<file path="src/rtl/uart_reg_responder_if.sv">
//==============================================================================
// uart_reg_responder_if : byte handshake between the UART and the responder
// Rev 1.0 - initial release
//==============================================================================
`default_nettype none

interface uart_reg_responder_if;
  logic       i_Rx_DV;
  logic [7:0] i_Rx_Byte;
  logic       o_Tx_DV;
  logic [7:0] o_Tx_Byte;
  logic       i_Tx_Active;
  logic       i_Tx_Done;

  // slave = responder side, master = UART side
  modport slave (
    input  i_Rx_DV,
    input  i_Rx_Byte,
    input  i_Tx_Active,
    input  i_Tx_Done,
    output o_Tx_DV,
    output o_Tx_Byte
  );

  modport master (
    output i_Rx_DV,
    output i_Rx_Byte,
    output i_Tx_Active,
    output i_Tx_Done,
    input  o_Tx_DV,
    input  o_Tx_Byte
  );
endinterface

`default_nettype wire

</file>
<file path="src/rtl/uart_reg_responder.sv">
//==============================================================================
// uart_reg_responder : UART byte command responder for eight 8-bit registers
// Rev 1.0 - initial release
//==============================================================================
`default_nettype none

module uart_reg_responder #(
  parameter int TIMEOUT_CLKS = 3480
) (
  input  wire logic                i_Clock,
  input  wire logic                i_Rst_L,
  uart_reg_responder_if.slave      bus,
  output logic [63:0]              o_Regs,
  output logic                     o_Busy,
  output logic                     o_Overrun
);

  localparam int CNT_W = (TIMEOUT_CLKS > 1) ? $clog2(TIMEOUT_CLKS) : 1;
  localparam logic [CNT_W-1:0] CNT_LAST = CNT_W'(TIMEOUT_CLKS - 1);
  localparam logic [7:0] ACK = 8'h06;
  localparam logic [7:0] NAK = 8'h15;

  typedef enum logic [1:0] {
    ST_IDLE      = 2'd0,
    ST_WAIT_DATA = 2'd1,
    ST_SEND      = 2'd2,
    ST_WAIT_DONE = 2'd3
  } state_t;

  state_t           state_q, state_d;
  logic [CNT_W-1:0] cnt_q, cnt_d;
  logic [2:0]       addr_q, addr_d;
  logic [7:0]       tx_byte_q, tx_byte_d;
  logic             tx_dv_q, tx_dv_d;
  logic [63:0]      regs_q, regs_d;
  logic             busy_q, busy_d;
  logic             overrun_q, overrun_d;

  always_comb begin
    state_d   = state_q;
    cnt_d     = cnt_q;
    addr_d    = addr_q;
    tx_byte_d = tx_byte_q;
    tx_dv_d   = 1'b0;
    regs_d    = regs_q;
    overrun_d = overrun_q;

    case (state_q)
      ST_IDLE: begin
        if (bus.i_Rx_DV) begin
          if (bus.i_Rx_Byte[6:3] != 4'b0000) begin
            tx_byte_d = NAK;
            state_d   = ST_SEND;
          end else if (bus.i_Rx_Byte[7]) begin
            addr_d  = bus.i_Rx_Byte[2:0];
            cnt_d   = '0;
            state_d = ST_WAIT_DATA;
          end else begin
            tx_byte_d = regs_q[{bus.i_Rx_Byte[2:0], 3'b000} +: 8];
            state_d   = ST_SEND;
          end
        end
      end

      ST_WAIT_DATA: begin
        // A byte arriving on the last counted cycle still completes the write
        if (bus.i_Rx_DV) begin
          regs_d[{addr_q, 3'b000} +: 8] = bus.i_Rx_Byte;
          tx_byte_d = ACK;
          state_d   = ST_SEND;
        end else if (cnt_q == CNT_LAST) begin
          tx_byte_d = NAK;
          state_d   = ST_SEND;
        end else begin
          cnt_d = cnt_q + CNT_W'(1);
        end
      end

      ST_SEND: begin
        if (bus.i_Rx_DV) overrun_d = 1'b1;
        if (!bus.i_Tx_Active) begin
          tx_dv_d = 1'b1;
          state_d = ST_WAIT_DONE;
        end
      end

      ST_WAIT_DONE: begin
        if (bus.i_Rx_DV) overrun_d = 1'b1;
        if (bus.i_Tx_Done) state_d = ST_IDLE;
      end

      default: state_d = ST_IDLE;
    endcase

    busy_d = (state_d != ST_IDLE);
  end

  always_ff @(posedge i_Clock or negedge i_Rst_L) begin
    if (!i_Rst_L) begin
      state_q   <= ST_IDLE;
      cnt_q     <= '0;
      addr_q    <= 3'd0;
      tx_byte_q <= 8'h00;
      tx_dv_q   <= 1'b0;
      regs_q    <= 64'd0;
      busy_q    <= 1'b0;
      overrun_q <= 1'b0;
    end else begin
      state_q   <= state_d;
      cnt_q     <= cnt_d;
      addr_q    <= addr_d;
      tx_byte_q <= tx_byte_d;
      tx_dv_q   <= tx_dv_d;
      regs_q    <= regs_d;
      busy_q    <= busy_d;
      overrun_q <= overrun_d;
    end
  end

  assign bus.o_Tx_DV   = tx_dv_q;
  assign bus.o_Tx_Byte = tx_byte_q;
  assign o_Regs        = regs_q;
  assign o_Busy        = busy_q;
  assign o_Overrun     = overrun_q;

endmodule

`default_nettype wire

</file>
<file path="src/flat_wrapper.sv">
// flat-port wrapper written by rule: the top's interface ports become plain ports
module uart_reg_responder_flat 
#(
  parameter int TIMEOUT_CLKS = 3480
)
  (i_Clock, i_Rst_L, o_Regs, o_Busy, o_Overrun, bus_i_Rx_DV, bus_i_Rx_Byte, bus_i_Tx_Active, bus_i_Tx_Done, bus_o_Tx_DV, bus_o_Tx_Byte);
  uart_reg_responder_if bus_i ();
  input  wire logic i_Clock;
  input  wire logic i_Rst_L;
  output logic [63:0] o_Regs;
  output logic o_Busy;
  output logic o_Overrun;
  input wire logic [$bits(bus_i.i_Rx_DV)-1:0] bus_i_Rx_DV;
  input wire logic [$bits(bus_i.i_Rx_Byte)-1:0] bus_i_Rx_Byte;
  input wire logic [$bits(bus_i.i_Tx_Active)-1:0] bus_i_Tx_Active;
  input wire logic [$bits(bus_i.i_Tx_Done)-1:0] bus_i_Tx_Done;
  output wire logic [$bits(bus_i.o_Tx_DV)-1:0] bus_o_Tx_DV;
  output wire logic [$bits(bus_i.o_Tx_Byte)-1:0] bus_o_Tx_Byte;
  assign bus_i.i_Rx_DV = bus_i_Rx_DV;
  assign bus_i.i_Rx_Byte = bus_i_Rx_Byte;
  assign bus_i.i_Tx_Active = bus_i_Tx_Active;
  assign bus_i.i_Tx_Done = bus_i_Tx_Done;
  assign bus_o_Tx_DV = bus_i.o_Tx_DV;
  assign bus_o_Tx_Byte = bus_i.o_Tx_Byte;
  uart_reg_responder #(.TIMEOUT_CLKS(TIMEOUT_CLKS)) u_core (.i_Clock(i_Clock), .i_Rst_L(i_Rst_L), .bus(bus_i), .o_Regs(o_Regs), .o_Busy(o_Busy), .o_Overrun(o_Overrun));
endmodule
</file>
<file path="config.mk">
export PLATFORM = sky130hd
export DESIGN_NAME = uart_reg_responder_flat
export DESIGN_NICKNAME = d
export VERILOG_FILES = /design/src/rtl/uart_reg_responder_if.sv /design/src/rtl/uart_reg_responder.sv /design/src/flat_wrapper.sv
export SDC_FILE = /design/constraint.sdc
export NUM_CORES = 1
export LEC_CHECK = 0
export CAP_MARGIN = 20
export CORE_MARGIN = 3
export CORE_UTILIZATION = 25
export CTS_BUF_LIST = sky130_fd_sc_hd__clkbuf_16
export DETAILED_ROUTE_END_ITERATION = 16
export SETUP_SLACK_MARGIN = 0.1
export SYNTH_ARGS = -nofsm -noshare
export SYNTH_HDL_FRONTEND = slang
export SYNTH_SLANG_ARGS = --single-unit
export TNS_END_PERCENT = 10
</file>
<file path="constraint.sdc">
create_clock -name i_Clock -period 3.8 [get_ports i_Clock]
set_input_delay 1.14 -clock i_Clock [delete_from_list [all_inputs] [get_ports i_Clock]]
set_output_delay 1.14 -clock i_Clock [all_outputs]
set_load 0.1 [all_outputs]
</file>
==> impl_metrics.tcl <==
set metrics [dict create \
    synth_cell_type_count 53 \
    critPathLaunchType "input pin" \
    synth_area_leaders "dfrtp_1 (51%), mux2_2 (13%), mux4_2 (8.0%)" \
    stdcell_area_mm2 0.00582 \
    synth_nets 378 \
    p_seq_frac 0.382 \
    antenna_left 0 \
    cp.arrival_ps 3280 \
    die_y_um 140 \
    worstReg2RegEnd "u_core.o_Regs[36]$_DFFE_PN0P_" \
    grt_max_degree 48 \
    globalplace.congestion 0.825 \
    tightest_slew_ps 805 \
    hpwlAfterDp_um 9950 \
    skew_ps 9.60 \
    fp.dieArea_mm2 0.0197 \
    synth.cell_area_mm2 0.00451 \
    synth.avg_cell_area_um2 12.4 \
    cts_tree "done" \
    rsz0062_at_grt "false" \
    die_w_um 140 \
    endpoint_kind "flop" \
    clkPwrFrac 0.267 \
    setup_viol 0 \
    whs_path_depth 1 \
    clkLatencyLatePin_ps 340 \
    grt_overflow_total 0 \
    synthArstFlopShare 1.00 \
    cts_root_buf "clkbuf_16" \
    ys_ff_latch 92 \
    io_pins 88 \
    antenna_found_initial 0 \
    fin_crit_ps 3060 \
    drtIter0Drc 217 \
    htreeDepth 3 \
    cp_data_required_time_ps 4020 \
    firstDrtPassIters 4 \
    fin_setup_tns_ps 0 \
    synth-main-ff-cell "dfrtp_1" \
    fmax_ghz 0.327 \
    antenna_cells 0 \
    synthCells 362 \
    crit_path_max_fanout 8 \
    r2r-start "u_core.addr_q[1]$_DFFE_PN0P_" \
    yosys.area.top_type "dfrtp_1" \
    via_per_inst 5.12 \
    slew_headroom 0.462 \
    swShare 0.423 \
    hold_viol 0 \
    drive_gt1_frac 0.416 \
    clk_pin_slew_worst_paths_ps 70 \
    wirelength_um 13600 \
    yosysTopAreaCellShare 0.511 \
    numClockSinks 92 \
    internal-power_mw 1.83 \
    ir_drop_v 0.000374 \
    outcome "complete, no violations" \
    seq_area_frac_synth 0.511 \
    pwr-share-comb 0.352 \
    post_dp_cell_area_mm2 0.00555 \
    synth_edf_count 0 \
    reg2reg_depth 6 \
    drv_cap 0 \
    p_leak_nw 2.69 \
    cts_resized 0 \
    placement_rows 48 \
    grt_pass1_wl_um 21200 \
    syn2layout_area_growth_pct 29.2 \
    nets 475 \
    p_per_area_mw_per_mm2 544 \
    fin_crit_sh 0.806 \
    grt_pass1_vias 3497 \
    synth_commonest_cells "dfrtp_1 (92), mux2_2 (53), nand2_1 (33)" \
    drc 0 \
    io_buffers 87 \
    reg2reg_slack_ps 1230 \
    post-cts-setup-buffer-count 0 \
    gr-usage-all-layers 0.138 \
    placeableCoreArea_mm2 0.0175 \
    clockBufferDepth 2 \
    routedWlPerCell_um 19.7 \
    min_from "u_core.o_Overrun$_DFFE_PN0P_" \
    cts_hold_buf 0 \
    initial_core_util 0.258 \
    critical_path_class "in2reg" \
    synth.most_common_cell "dfrtp_1" \
    hold-path-endpoint "u_core.o_Overrun$_DFFE_PN0P_" \
    slew_viol_final 0 \
    min_path_type "reg2reg" \
    power_switching_mw 1.34 \
    cts_made_buffers 9 \
    num_vias 3530 \
    yosysWarnings 0 \
]
==> routing by layer <==
| metal | wire length (um) | vias to the layer above | share of wire | track usage |
|---|---|---|---|---|
| met3 | 760 | 18 | 0.056 | 0.0229 |
| met5 | 0 | - | 0 | 0 |
| met4 | 178 | 0 | 0.013 | 0.0403 |
| met2 | 6590 | 129 | 0.49 | 0.221 |
| li1 | - | 1565 | - | - |
| met1 | 6040 | 1818 | 0.45 | 0.194 |
==> logic make-up (layout without fill, tap and decap cells) <==
logic type / after synthesis / in the layout / synth area share
flip-flops: 92 / 92 / 0.511
AND/OR/NAND/NOR: 111 / 111 / 0.145
AO/OA/AOI/OAI: 51 / 51 / 0.0813
buffers and inverters: 29 / 131 / 0.0264
adder cells (fa/ha/maj): 3 / 3 / 0.00833
multiplexers: 76 / 76 / 0.228
==> critical path, cell delays in order <==
cell,delay (ps)
clkdlybuf4s50_1,590
nand3b_2,230
nor2_1,140
nand4_1,650
mux2_2,530
==> how the worst max path moves through the flow <==
stage,startpoint,endpoint,slack [ps]
2_1_floorplan,u_core.addr_q[0]$_DFFE_PN0P_,u_core.o_Regs[32]$_DFFE_PN0P_,970
3_3_place_gp,bus_i_Rx_DV,u_core.o_Regs[5]$_DFFE_PN0P_,450
3_5_place_dp,bus_i_Rx_DV,u_core.o_Regs[5]$_DFFE_PN0P_,430
4_1_cts,bus_i_Rx_DV,u_core.o_Regs[3]$_DFFE_PN0P_,780
5_1_grt,bus_i_Rx_DV,u_core.o_Regs[6]$_DFFE_PN0P_,630
6_report,bus_i_Rx_DV,u_core.o_Regs[3]$_DFFE_PN0P_,740
==> area by class of cell <==
cell class                 instances  area, um2
fill                            1741      11700
sequential                        92       2300
multi-input combinational        241       2090
timing repair buffer             108        851
tap                              225        282
clock buffer                       9        225
clock inverter                     7       50.0
inverter                           7       26.3
==> layout by cell type, fill, tap and decap left out, drive strengths merged, types with 3 or more instances in the layout <==
cell / n
nor2: 12
nand2: 33
clkdlybuf4s50: 11
nand4b: 3
nor3: 10
mux2: 53
and4: 3
mux4: 16
nand3: 9
clkbuf: 9
buf: 97
o211ai: 3
or3: 3
nand2b: 4
inv: 11
a2bb2oi: 3
ha: 3
o2bb2ai: 6
dfrtp: 92
o22a: 3
nand4: 6
o21ai: 20
a221o: 3
mux2i: 7
and3: 10
==> metrics by stage <==
stage	cells	worst slack, ps	util	total power [mW]	hold slack [ps]
final	689	737	0.333	3.17	458
after global routing	689	627	0.333	3.30	486
after CTS	689	781	0.333	3.19	463
after detailed placement	673	425	0.317	2.34	447
after global placement	673	446	0.317	2.34	444
after floorplan	362	974	-	2.03	492
==> power groups by stage <==
stage | sequential [mW] | combinational [mW] | clock (mW)
2_1_floorplan | 1.68 | 0.352 | 0
3_3_place_gp | 1.22 | 1.11 | 0
3_5_place_dp | 1.22 | 1.12 | 0
4_1_cts | 1.21 | 1.12 | 0.865
5_1_grt | 1.22 | 1.17 | 0.907
6_report | 1.21 | 1.11 | 0.845
==> registers in the layout, summed over array words and instances, names as in the netlist <==
register              cells
u_core.addr_q             3
u_core.bus.o_Tx_Byte      8
u_core.bus.o_Tx_DV        1
u_core.cnt_q             12
u_core.o_Busy             1
u_core.o_Overrun          1
u_core.o_Regs            64
u_core.state_q            2
(Power assumes the default switching activity.)
